**src/rtl/fetch_prefetch_unit_pkg.sv**
```systemverilog
// Shared types and constants for the instruction fetch front end.
package fetch_prefetch_unit_pkg;

  localparam logic [31:0] DEFAULT_NOP_INSTR = 32'h0000_0013; // addi x0,x0,0

  typedef enum logic {
    RUN   = 1'b0,
    FLUSH = 1'b1
  } fetch_state_e;

  typedef struct packed {
    logic [31:0] instr;
    logic [31:0] pc;
  } fetch_entry_t;

endpackage

```
**src/rtl/fetch_prefetch_unit_queue.sv**
```systemverilog
// Synchronous FIFO with a single-cycle clear.
// Depth must be a power of two so the pointers wrap naturally.
module fetch_queue #(
  parameter int DEPTH = 2,
  parameter int WIDTH = 64
) (
  input  logic                     clk_i,
  input  logic                     rst_i,
  input  logic                     clear_i,
  input  logic                     push_i,
  input  logic [WIDTH-1:0]         push_data_i,
  input  logic                     pop_i,
  output logic [WIDTH-1:0]         head_o,
  output logic                     full_o,
  output logic                     empty_o,
  output logic [$clog2(DEPTH):0]   count_o
);

  localparam int AW = $clog2(DEPTH);

  logic [WIDTH-1:0] mem [DEPTH];
  logic [AW-1:0]    wr_ptr_q;
  logic [AW-1:0]    rd_ptr_q;
  logic [AW:0]      count_q;

  always_ff @(posedge clk_i) begin
    if (rst_i || clear_i) begin
      wr_ptr_q <= '0;
      rd_ptr_q <= '0;
      count_q  <= '0;
    end else begin
      // NOTE: non-blocking assignments so every register samples pre-edge values.
      if (push_i) wr_ptr_q <= wr_ptr_q + 1'b1;
      if (pop_i)  rd_ptr_q <= rd_ptr_q + 1'b1;
      count_q <= count_q + (AW+1)'(push_i) - (AW+1)'(pop_i);
    end
  end

  // NOTE: storage is not reset; the pointers and count alone define which entries are valid.
  always_ff @(posedge clk_i) begin
    if (push_i && !clear_i) mem[wr_ptr_q] <= push_data_i;
  end

  assign head_o  = mem[rd_ptr_q];
  assign count_o = count_q;
  assign empty_o = (count_q == '0);
  assign full_o  = (count_q == (AW+1)'(DEPTH));

endmodule

```
**src/rtl/fetch_prefetch_unit.sv**
```systemverilog
// Instruction fetch front end: credit-limited request issue, in-order response
// capture into a prefetch queue, decode stall and branch redirect with stale-response drop.
module fetch_prefetch_unit
  import fetch_prefetch_unit_pkg::*;
#(
  parameter logic [31:0] RESET_PC    = 32'h0000_0000,
  parameter int          QUEUE_DEPTH = 2,
  parameter logic [31:0] NOP_INSTR   = DEFAULT_NOP_INSTR
) (
  input  logic        clk_i,
  input  logic        rst_i,
  output logic        imem_req_valid_o,
  input  logic        imem_req_ready_i,
  output logic [31:0] imem_req_addr_o,
  input  logic        imem_rsp_valid_i,
  input  logic [31:0] imem_rsp_data_i,
  input  logic        load_stall_i,
  input  logic        branching_i,
  input  logic [31:0] branching_address_i,
  output logic        instr_valid_o,
  output logic [31:0] fetched_instruction_o,
  output logic [31:0] pc_o,
  output logic [31:0] pc_incremented_o
);

  localparam int          CW         = $clog2(QUEUE_DEPTH) + 1;
  localparam logic [CW:0] DEPTH_W    = (CW+1)'(QUEUE_DEPTH);
  localparam logic [31:0] RESET_WORD = {RESET_PC[31:2], 2'b00};

  fetch_state_e  state_q, state_d;
  logic [31:0]   fetch_pc_q, fetch_pc_d;
  logic [31:0]   rsp_pc_q;
  logic [31:0]   last_pc_q;
  logic [CW-1:0] outstanding_q, outstanding_d;
  logic [CW-1:0] drop_cnt_q, drop_cnt_d;

  logic          req_accept;
  logic          rsp_drop;
  logic          q_push, q_pop, q_full, q_empty;
  logic [CW-1:0] occupancy;
  fetch_entry_t  q_head, q_push_data;
  logic          unused_ok;

  assign q_push_data = '{instr: imem_rsp_data_i, pc: rsp_pc_q};

  fetch_queue #(
    .DEPTH (QUEUE_DEPTH),
    .WIDTH ($bits(fetch_entry_t))
  ) u_fetch_queue (
    .clk_i       (clk_i),
    .rst_i       (rst_i),
    .clear_i     (branching_i),
    .push_i      (q_push),
    .push_data_i (q_push_data),
    .pop_i       (q_pop),
    .head_o      (q_head),
    .full_o      (q_full),
    .empty_o     (q_empty),
    .count_o     (occupancy)
  );

  always_comb begin
    // NOTE: every output of this block gets a default first, so no path can infer a latch.
    imem_req_valid_o = 1'b0;
    state_d          = state_q;
    fetch_pc_d       = fetch_pc_q;
    drop_cnt_d       = drop_cnt_q;

    // Credit counts both buffered words and words still in flight, so the queue cannot overflow.
    if (!rst_i && state_q == RUN &&
        ({1'b0, occupancy} + {1'b0, outstanding_q}) < DEPTH_W)
      imem_req_valid_o = 1'b1;

    req_accept    = imem_req_valid_o && imem_req_ready_i;
    rsp_drop      = (drop_cnt_q != '0) || branching_i;
    q_push        = !rst_i && imem_rsp_valid_i && !rsp_drop;
    instr_valid_o = !rst_i && !q_empty;
    q_pop         = instr_valid_o && !load_stall_i && !branching_i;

    outstanding_d = outstanding_q + CW'(req_accept) - CW'(imem_rsp_valid_i);
    if (req_accept) fetch_pc_d = fetch_pc_q + 32'd4;

    if (imem_rsp_valid_i && drop_cnt_q != '0) drop_cnt_d = drop_cnt_q - 1'b1;
    if (state_q == FLUSH && drop_cnt_d == '0) state_d = RUN;

    // Everything still in flight after this edge belongs to the wrong path.
    if (branching_i) begin
      fetch_pc_d = {branching_address_i[31:2], 2'b00};
      drop_cnt_d = outstanding_d;
      state_d    = (outstanding_d != '0) ? FLUSH : RUN;
    end
  end

  always_ff @(posedge clk_i) begin
    if (rst_i) begin
      state_q       <= RUN;
      fetch_pc_q    <= RESET_WORD;
      rsp_pc_q      <= RESET_WORD;
      last_pc_q     <= RESET_PC;
      outstanding_q <= '0;
      drop_cnt_q    <= '0;
    end else begin
      state_q       <= state_d;
      fetch_pc_q    <= fetch_pc_d;
      outstanding_q <= outstanding_d;
      drop_cnt_q    <= drop_cnt_d;
      // Responses are in order, so the next kept word is always at the next sequential address.
      if (branching_i)  rsp_pc_q <= {branching_address_i[31:2], 2'b00};
      else if (q_push)  rsp_pc_q <= rsp_pc_q + 32'd4;
      if (!q_empty)     last_pc_q <= q_head.pc;
    end
  end

  assign imem_req_addr_o       = {fetch_pc_q[31:2], 2'b00};
  assign fetched_instruction_o = instr_valid_o ? q_head.instr : NOP_INSTR;
  assign pc_o                  = rst_i ? RESET_PC : (instr_valid_o ? q_head.pc : last_pc_q);
  assign pc_incremented_o      = pc_o + 32'd4;

  assign unused_ok = ^{branching_address_i[1:0], q_full};

endmodule
```
**config.mk**
```make
export PLATFORM = sky130hd
export DESIGN_NAME = fetch_prefetch_unit
export DESIGN_NICKNAME = d
export VERILOG_FILES = /design/src/rtl/fetch_prefetch_unit_pkg.sv /design/src/rtl/fetch_prefetch_unit_queue.sv /design/src/rtl/fetch_prefetch_unit.sv
export SDC_FILE = /design/constraint.sdc
export NUM_CORES = 1
export LEC_CHECK = 0
export CAP_MARGIN = 30
export CORE_MARGIN = 2
export CORE_UTILIZATION = 54
export CTS_BUF_LIST = sky130_fd_sc_hd__clkbuf_2 sky130_fd_sc_hd__clkbuf_4 sky130_fd_sc_hd__clkbuf_8
export CTS_CLUSTER_DIAMETER = 60
export CTS_CLUSTER_SIZE = 20
export DETAILED_ROUTE_END_ITERATION = 16
export PLACE_DENSITY = 0.87
export SLEW_MARGIN = 20
export SYNTH_ARGS = -nofsm -noshare
export SYNTH_HDL_FRONTEND = slang
export SYNTH_SLANG_ARGS = --single-unit
```
**constraint.sdc**
```tcl
create_clock -name clk_i -period 4.9 [get_ports clk_i]
set_input_delay 0.49 -clock clk_i [delete_from_list [all_inputs] [get_ports clk_i]]
set_output_delay 0.49 -clock clk_i [all_outputs]
set_load 0.05 [all_outputs]
```
==> results.toml, run 1 <==
[sta]
final_max_slew_viol_count = 0
layout_min_cycle_time_ns = 4.65
clock.fmax_mhz = 215
clock_skew_ns = 0.0183
min_period_over_period_pct = 94.8
rsz0062_at_grt = "no"
holdWs_ns = 0.290
setup_viol = 0
tightest_slew_ns = 0.846
final.setup.tns_ns = 0
final-hold-violation-count = 0
slew_headroom_pct = 43.6

[drt]
vias = 7941
first_iter_violations = 516
drc_errors = 0
totalWireLength_mm = 24.5
dr.pass1.iters = 5
routed_via_density = 5.68
ant_nets = 0
wl_per_cell_um = 17.5

[worst_setup_path]
cp_slowest_cell = "clkdlybuf4s50_1"
cp_slowest_stage_delay_ns = 0.84
crit_path_cell_trace = "or2_4 > a21oi_1 > nor2b_1 > ha_1 > nand4_2 > or4_4 > xnor2_1 > clkdlybuf4s50_1"
crit_type = "reg2out"
worstPathArrival_ns = 4.16
critPathLaunchType = "flop"
cp.required_ns = 4.41
cp-end-kind = "output port"
worstPathMaxFanout = 17

[yosys]
ys_seq_area_share_pct = 55.0
synth.distinct_cells = 66
yosys.area.top_type = "edfxtp_1"
synthTopCellsByCount = "124 x edfxtp_1, 100 x dfxtp_1, 95 x nor2_1"
synth_fa_ha_area_share_pct = 1.15
ys_warn_count = 0
synth_area_leaders = "edfxtp_1 36%, dfxtp_1 19%, mux2i_1 6.4%"
synthCells = 946
avgSynthCellArea_um2 = 11.0
synth_area_um2 = 10400
synth-xor-area-share_pct = 6.90
synth_top_family_by_area = "simple AND/OR/NAND/NOR gates"
synth_top_area_share_pct = 35.8
yosys_register_bits = 224
synth_edf_count = 124
synth-simple-area-share_pct = 15.6
ys.flop_type = "edfxtp_1"
yosysMostFrequentCell = "edfxtp_1"
synth_compound_area_share_pct = 10.2
ys_async_sr_fraction_pct = 0
synth.area.mux_share_pct = 7.33

[clocking]
cts_tree = "done"
clkSinkCount = 224
h-tree-depth = 1
clkLatencyLatePin_ns = 0.52
clock_path_buffers = 3
numCtsBuffers = 16
cts_root_buffer = "clkbuf_8"
clkSlewWorstSetupHoldPaths_ns = 0.11
cts_setup_buffers = 0
cts_hold_buf = 0

[layout]
syn_to_final_growth_pct = 24.6
instances_no_fill = 1399
finish.utilization_pct = 68.8
final_nets = 1208
n_antenna_cell = 0
drive_gt1_share_pct = 7.46
finalInstanceArea_um2 = 13000

[floorplan]
die_h_um = 143
dieWidth_um = 143
initial_core_util_pct = 55.2
ioPinCount = 200
dieArea_um2 = 20400
core_um2 = 18800
rows = 50

[min_path]
hp-class = "in2reg"

[place]
numPortBuffers = 191
gp_congestion = 0.905
dpl_cell_area_um2 = 12600
place_inst = 1371
post-dp-hpwl_mm = 17.4

[power]
powerDensity_nw_per_um2 = 290
leakage_nw = 4.35
ir_worst_vdd_mv = 0.202

[grt]
grt_use_total_pct = 23.0
grt_max_degree = 68
grt_pass1_vias = 7404
grt.overflow.total = 0
grt_pass1_wl_mm = 37.7
antenna_found_initial = 0

[status]
run_status = "finished, final reports clean"

[job]
max_cap_violations = 0
-- cells in the final DEF (no fill, tap or decap), types with 5 or more instances in the layout --
| cell type | instances |
|---|---|
| a21boi_0 | 24 |
| nor3_1 | 26 |
| and3_1 | 16 |
| nor2b_1 | 5 |
| inv_1 | 31 |
| clkbuf_4 | 6 |
| mux2_2 | 9 |
| a31oi_1 | 7 |
| nor2_1 | 94 |
| nand4_1 | 26 |
| edfxtp_1 | 124 |
| clkdlybuf4s50_1 | 186 |
| clkbuf_8 | 17 |
| xnor2_1 | 56 |
| conb_1 | 6 |
| a211oi_1 | 42 |
| nand3_1 | 35 |
| o21ai_0 | 6 |
| buf_4 | 25 |
| a21oi_1 | 41 |
| nand2_1 | 61 |
| and2_1 | 6 |
| xor2_1 | 26 |
| mux2i_1 | 66 |
| dfxtp_1 | 99 |
| ha_1 | 8 |
-- stage by stage --
step	power (W)	setup slack (ns)
2_1_floorplan	0.00251	0.00989
3_3_place_gp	0.00269	0.746
3_5_place_dp	0.00271	0.647
4_1_cts	0.00379	0.0708
5_1_grt	0.00389	0.00752
6_report	0.00376	0.253
-- state kept, by name (all words and copies together) (netlist names), named ones only --
signal,cells
drop_cnt_q,2
fetch_pc_q,30
last_pc_q,30
outstanding_q,2
rsp_pc_q,30
state_q,1
u_fetch_queue.count_o,2
u_fetch_queue.mem,124
u_fetch_queue.rd_ptr_q,1
u_fetch_queue.wr_ptr_q,1
-- kinds of logic (layout without fill, tap and decap cells) --
family                     Yosys count  in the layout
adders and majority gates            9              9
other                                1              6
DFF                                224            224
muxes                               75             75
AOI/OAI and AO/OA                  154            154
buffers and inverters               86            274
xor gates and xnor gates            82             82
and+or+nand+nor                    315            315
-- final timing paths --
path,start,end,slack [ns],cells past startpoint
min reg2reg,rsp_pc_q[31],u_fetch_queue.mem[1][31],0.50,0
max reg2reg,u_fetch_queue.count_o[0],drop_cnt_q[1],1.16,14
min,rst_i,last_pc_q[3],0.29,2
max,u_fetch_queue.count_o[0],pc_incremented_o[14],0.25,8
-- power breakdown --
part           switching [W]  internal, W
registers          0.0000680      0.00206
logic               0.000335     0.000207
clock network       0.000600     0.000492
-- layout make-up --
class	count	area, µm²
inverter	32	120
clock inverter	5	96.3
sequential	224	5730
tap	260	325
fill	1351	5870
multi-input combinational	641	4320
clock buffer	23	279
timing repair buffer	214	2090
-- critical path: cells and delay by family, from the launching register on --
kind | cells | cell delay (ns)
compound gates | 1 | 0.35
xor+xnor | 1 | 0.15
fa+ha+maj | 1 | 0.24
buf+inv | 1 | 0.84
flops | 1 | 0.54
simple gates | 4 | 1.49
-- timing repair --
item	4_1_cts	5_1_grt
hold endpoints to repair	0	0
endpoints found under the setup margin	0	1
resized for setup	0	1
-- per-layer routing --
metal	global-route usage [%]	vias up	routed length (µm)
met4	6.67	0	550
met2	39.7	339	11600
met5	0	-	0
met1	30.0	3760	10400
li1	-	3795	-
met3	3.86	47	1890
No activity file was read; power rests on OpenSTA's default activity.
==> inputs of run 2 (changes only) <==
CORE_ASPECT_RATIO = 1.2   (was default)
==> results.toml, run 2 (same netlist as run 1, synthesis figures left out) <==
[grt]
grt_pass1_vias = 7439
grt.overflow.total = 0
grt.met1_usage_pct = 28.9
grt_pass1_wl_mm = 37.2
grt_use_total_pct = 22.8
use_met3_pct = 4.18
grt.busiest_layer = "met2"
grt_max_degree = 51
antenna_found_initial = 0
grt_use_met2_pct = 39.5

[floorplan]
die_h_um = 156
ioPinCount = 200
core_um2 = 18900
initial_core_util_pct = 55.2
dieWidth_um = 131
dieArea_um2 = 20400
rows = 55

[min_path]
hp-class = "in2reg"
hold_depth = 2

[sta]
min_period_over_period_pct = 93.4
fin_ws_ns = 0.324
setup_viol = 0
clock.fmax_mhz = 219
rsz0062_at_grt = "no"
layout_min_cycle_time_ns = 4.58
slew_headroom_pct = 39.3
clock_skew_ns = 0.0211
tightest_slew_ns = 0.909
final-hold-violation-count = 0
final_max_slew_viol_count = 0
final.setup.tns_ns = 0

[status]
run_status = "finished, final reports clean"

[place]
gp_congestion = 0.826
dpl_cell_area_um2 = 12600
post-dp-hpwl_mm = 17.2
pre_cts_ws_ns = 0.757
numPortBuffers = 191

[clocking]
clkLatencyLatePin_ns = 0.53
cts_root_buffer = "clkbuf_8"
clock_path_buffers = 3
cts_hold_buf = 0
clkSinkCount = 224
cts_tree = "done"
h-tree-depth = 1
numCtsBuffers = 15
clkSlewWorstSetupHoldPaths_ns = 0.11

[layout]
top_register = "u_fetch_queue.mem"
layout_common_cells = "187 x clkdlybuf4s50_1, 124 x edfxtp_1, 99 x dfxtp_1"
syn_to_final_growth_pct = 24.1
n_antenna_cell = 0
mostFrequentLayoutCell = "clkdlybuf4s50_1"
drive_gt1_share_pct = 7.37
final_nets = 1209
finalInstanceArea_um2 = 12900
finish.utilization_pct = 68.5
largest_reg_flops = 124

[worst_setup_path]
cp_slowest_cell = "clkdlybuf4s50_1"
cp_slowest_stage_delay_ns = 0.81
cp-end-kind = "output port"
cp_common_cell = "buf_4"
crit_path_cell_trace = "or2_4 > buf_4 > buf_4 > nor2_1 > a211oi_2 > nand4_1 > nor4_2 > xor2_1 > clkdlybuf4s50_1"
worstPathArrival_ns = 4.09
ff2ff_path_depth = 14
cp.required_ns = 4.41
critPathLaunchType = "flop"
crit_type = "reg2out"
worstPathMaxFanout = 43

[power]
leakage_nw = 4.33
power_w = 0.00366
powerDensity_nw_per_um2 = 284
ir_worst_vdd_mv = 0.193

[drt]
dr.pass1.iters = 5
drc_errors = 0
totalWireLength_mm = 23.9
routed_via_density = 5.63
vias = 7859
ant_nets = 0
first_iter_violations = 508
wl_per_cell_um = 17.2

[job]
max_cap_violations = 0
run 2: cell count changes in the layout (fill, tap and decap cells not counted), sizes merged:
| cell | delta |
|---|---|
| clkinv | +1 |
| clkbuf | -2 |
| clkinvlp | +1 |
| buf | +1 |
| clkdlybuf4s50 | +1 |
| inv | -2 |
run 2: per-stage QoR:
| stage | hold slack [ns] | instances |
|---|---|---|
| after CTS | 0.410 | 1395 |
| final | 0.435 | 1395 |
| after floorplan | 0.447 | 951 |
| after global placement | 0.461 | 1369 |
| after global routing | 0.443 | 1395 |
| after detailed placement | 0.484 | 1369 |
run 2: path summary, 6_finish.rpt:
kind	to	from	slack [ns]
max	pc_incremented_o[31]	u_fetch_queue.count_o[1]	0.32
min	drop_cnt_q[1]	rst_i	0.43
max reg2reg	drop_cnt_q[1]	u_fetch_queue.count_o[0]	1.39
min reg2reg	last_pc_q[11]	last_pc_q[11]	0.51
run 2: area by class of cell:
| class | count | area [µm²] |
|---|---|---|
| Sequential cell | 224 | 5730 |
| Fill cell | 1396 | 5950 |
| Multi-Input combinational cell | 641 | 4320 |
| Inverter | 32 | 120 |
| Clock inverter | 5 | 68.8 |
| Tap cell | 256 | 320 |
| Timing Repair Buffer | 216 | 2090 |
| Clock buffer | 21 | 258 |
run 2: critical path, delay by kind of cell (launching register included):
kind / cells / cell delay, ns
buffers and inverters: 3 / 1.52
and+or+nand+nor: 4 / 0.90
DFF: 1 / 0.58
AOI/OAI and AO/OA: 1 / 0.35
xor gates and xnor gates: 1 / 0.18
run 2: power by group:
group	switching [W]	internal, W
clock	0.000563	0.000428
sequential	0.0000662	0.00206
combinational	0.000336	0.000208
run 2: routing by layer:
metal | vias up | part of all wire, %
met4 | 0 | 2.5
met3 | 52 | 8.1
li1 | 3791 | -
met5 | - | 0
met1 | 3707 | 40
met2 | 309 | 49
run 2: what timing repair did:
action,CTS,global route
gates resized for setup,0,1
buffers inserted,0,0
endpoints found under the setup margin,0,1
hold endpoints to repair,0,0
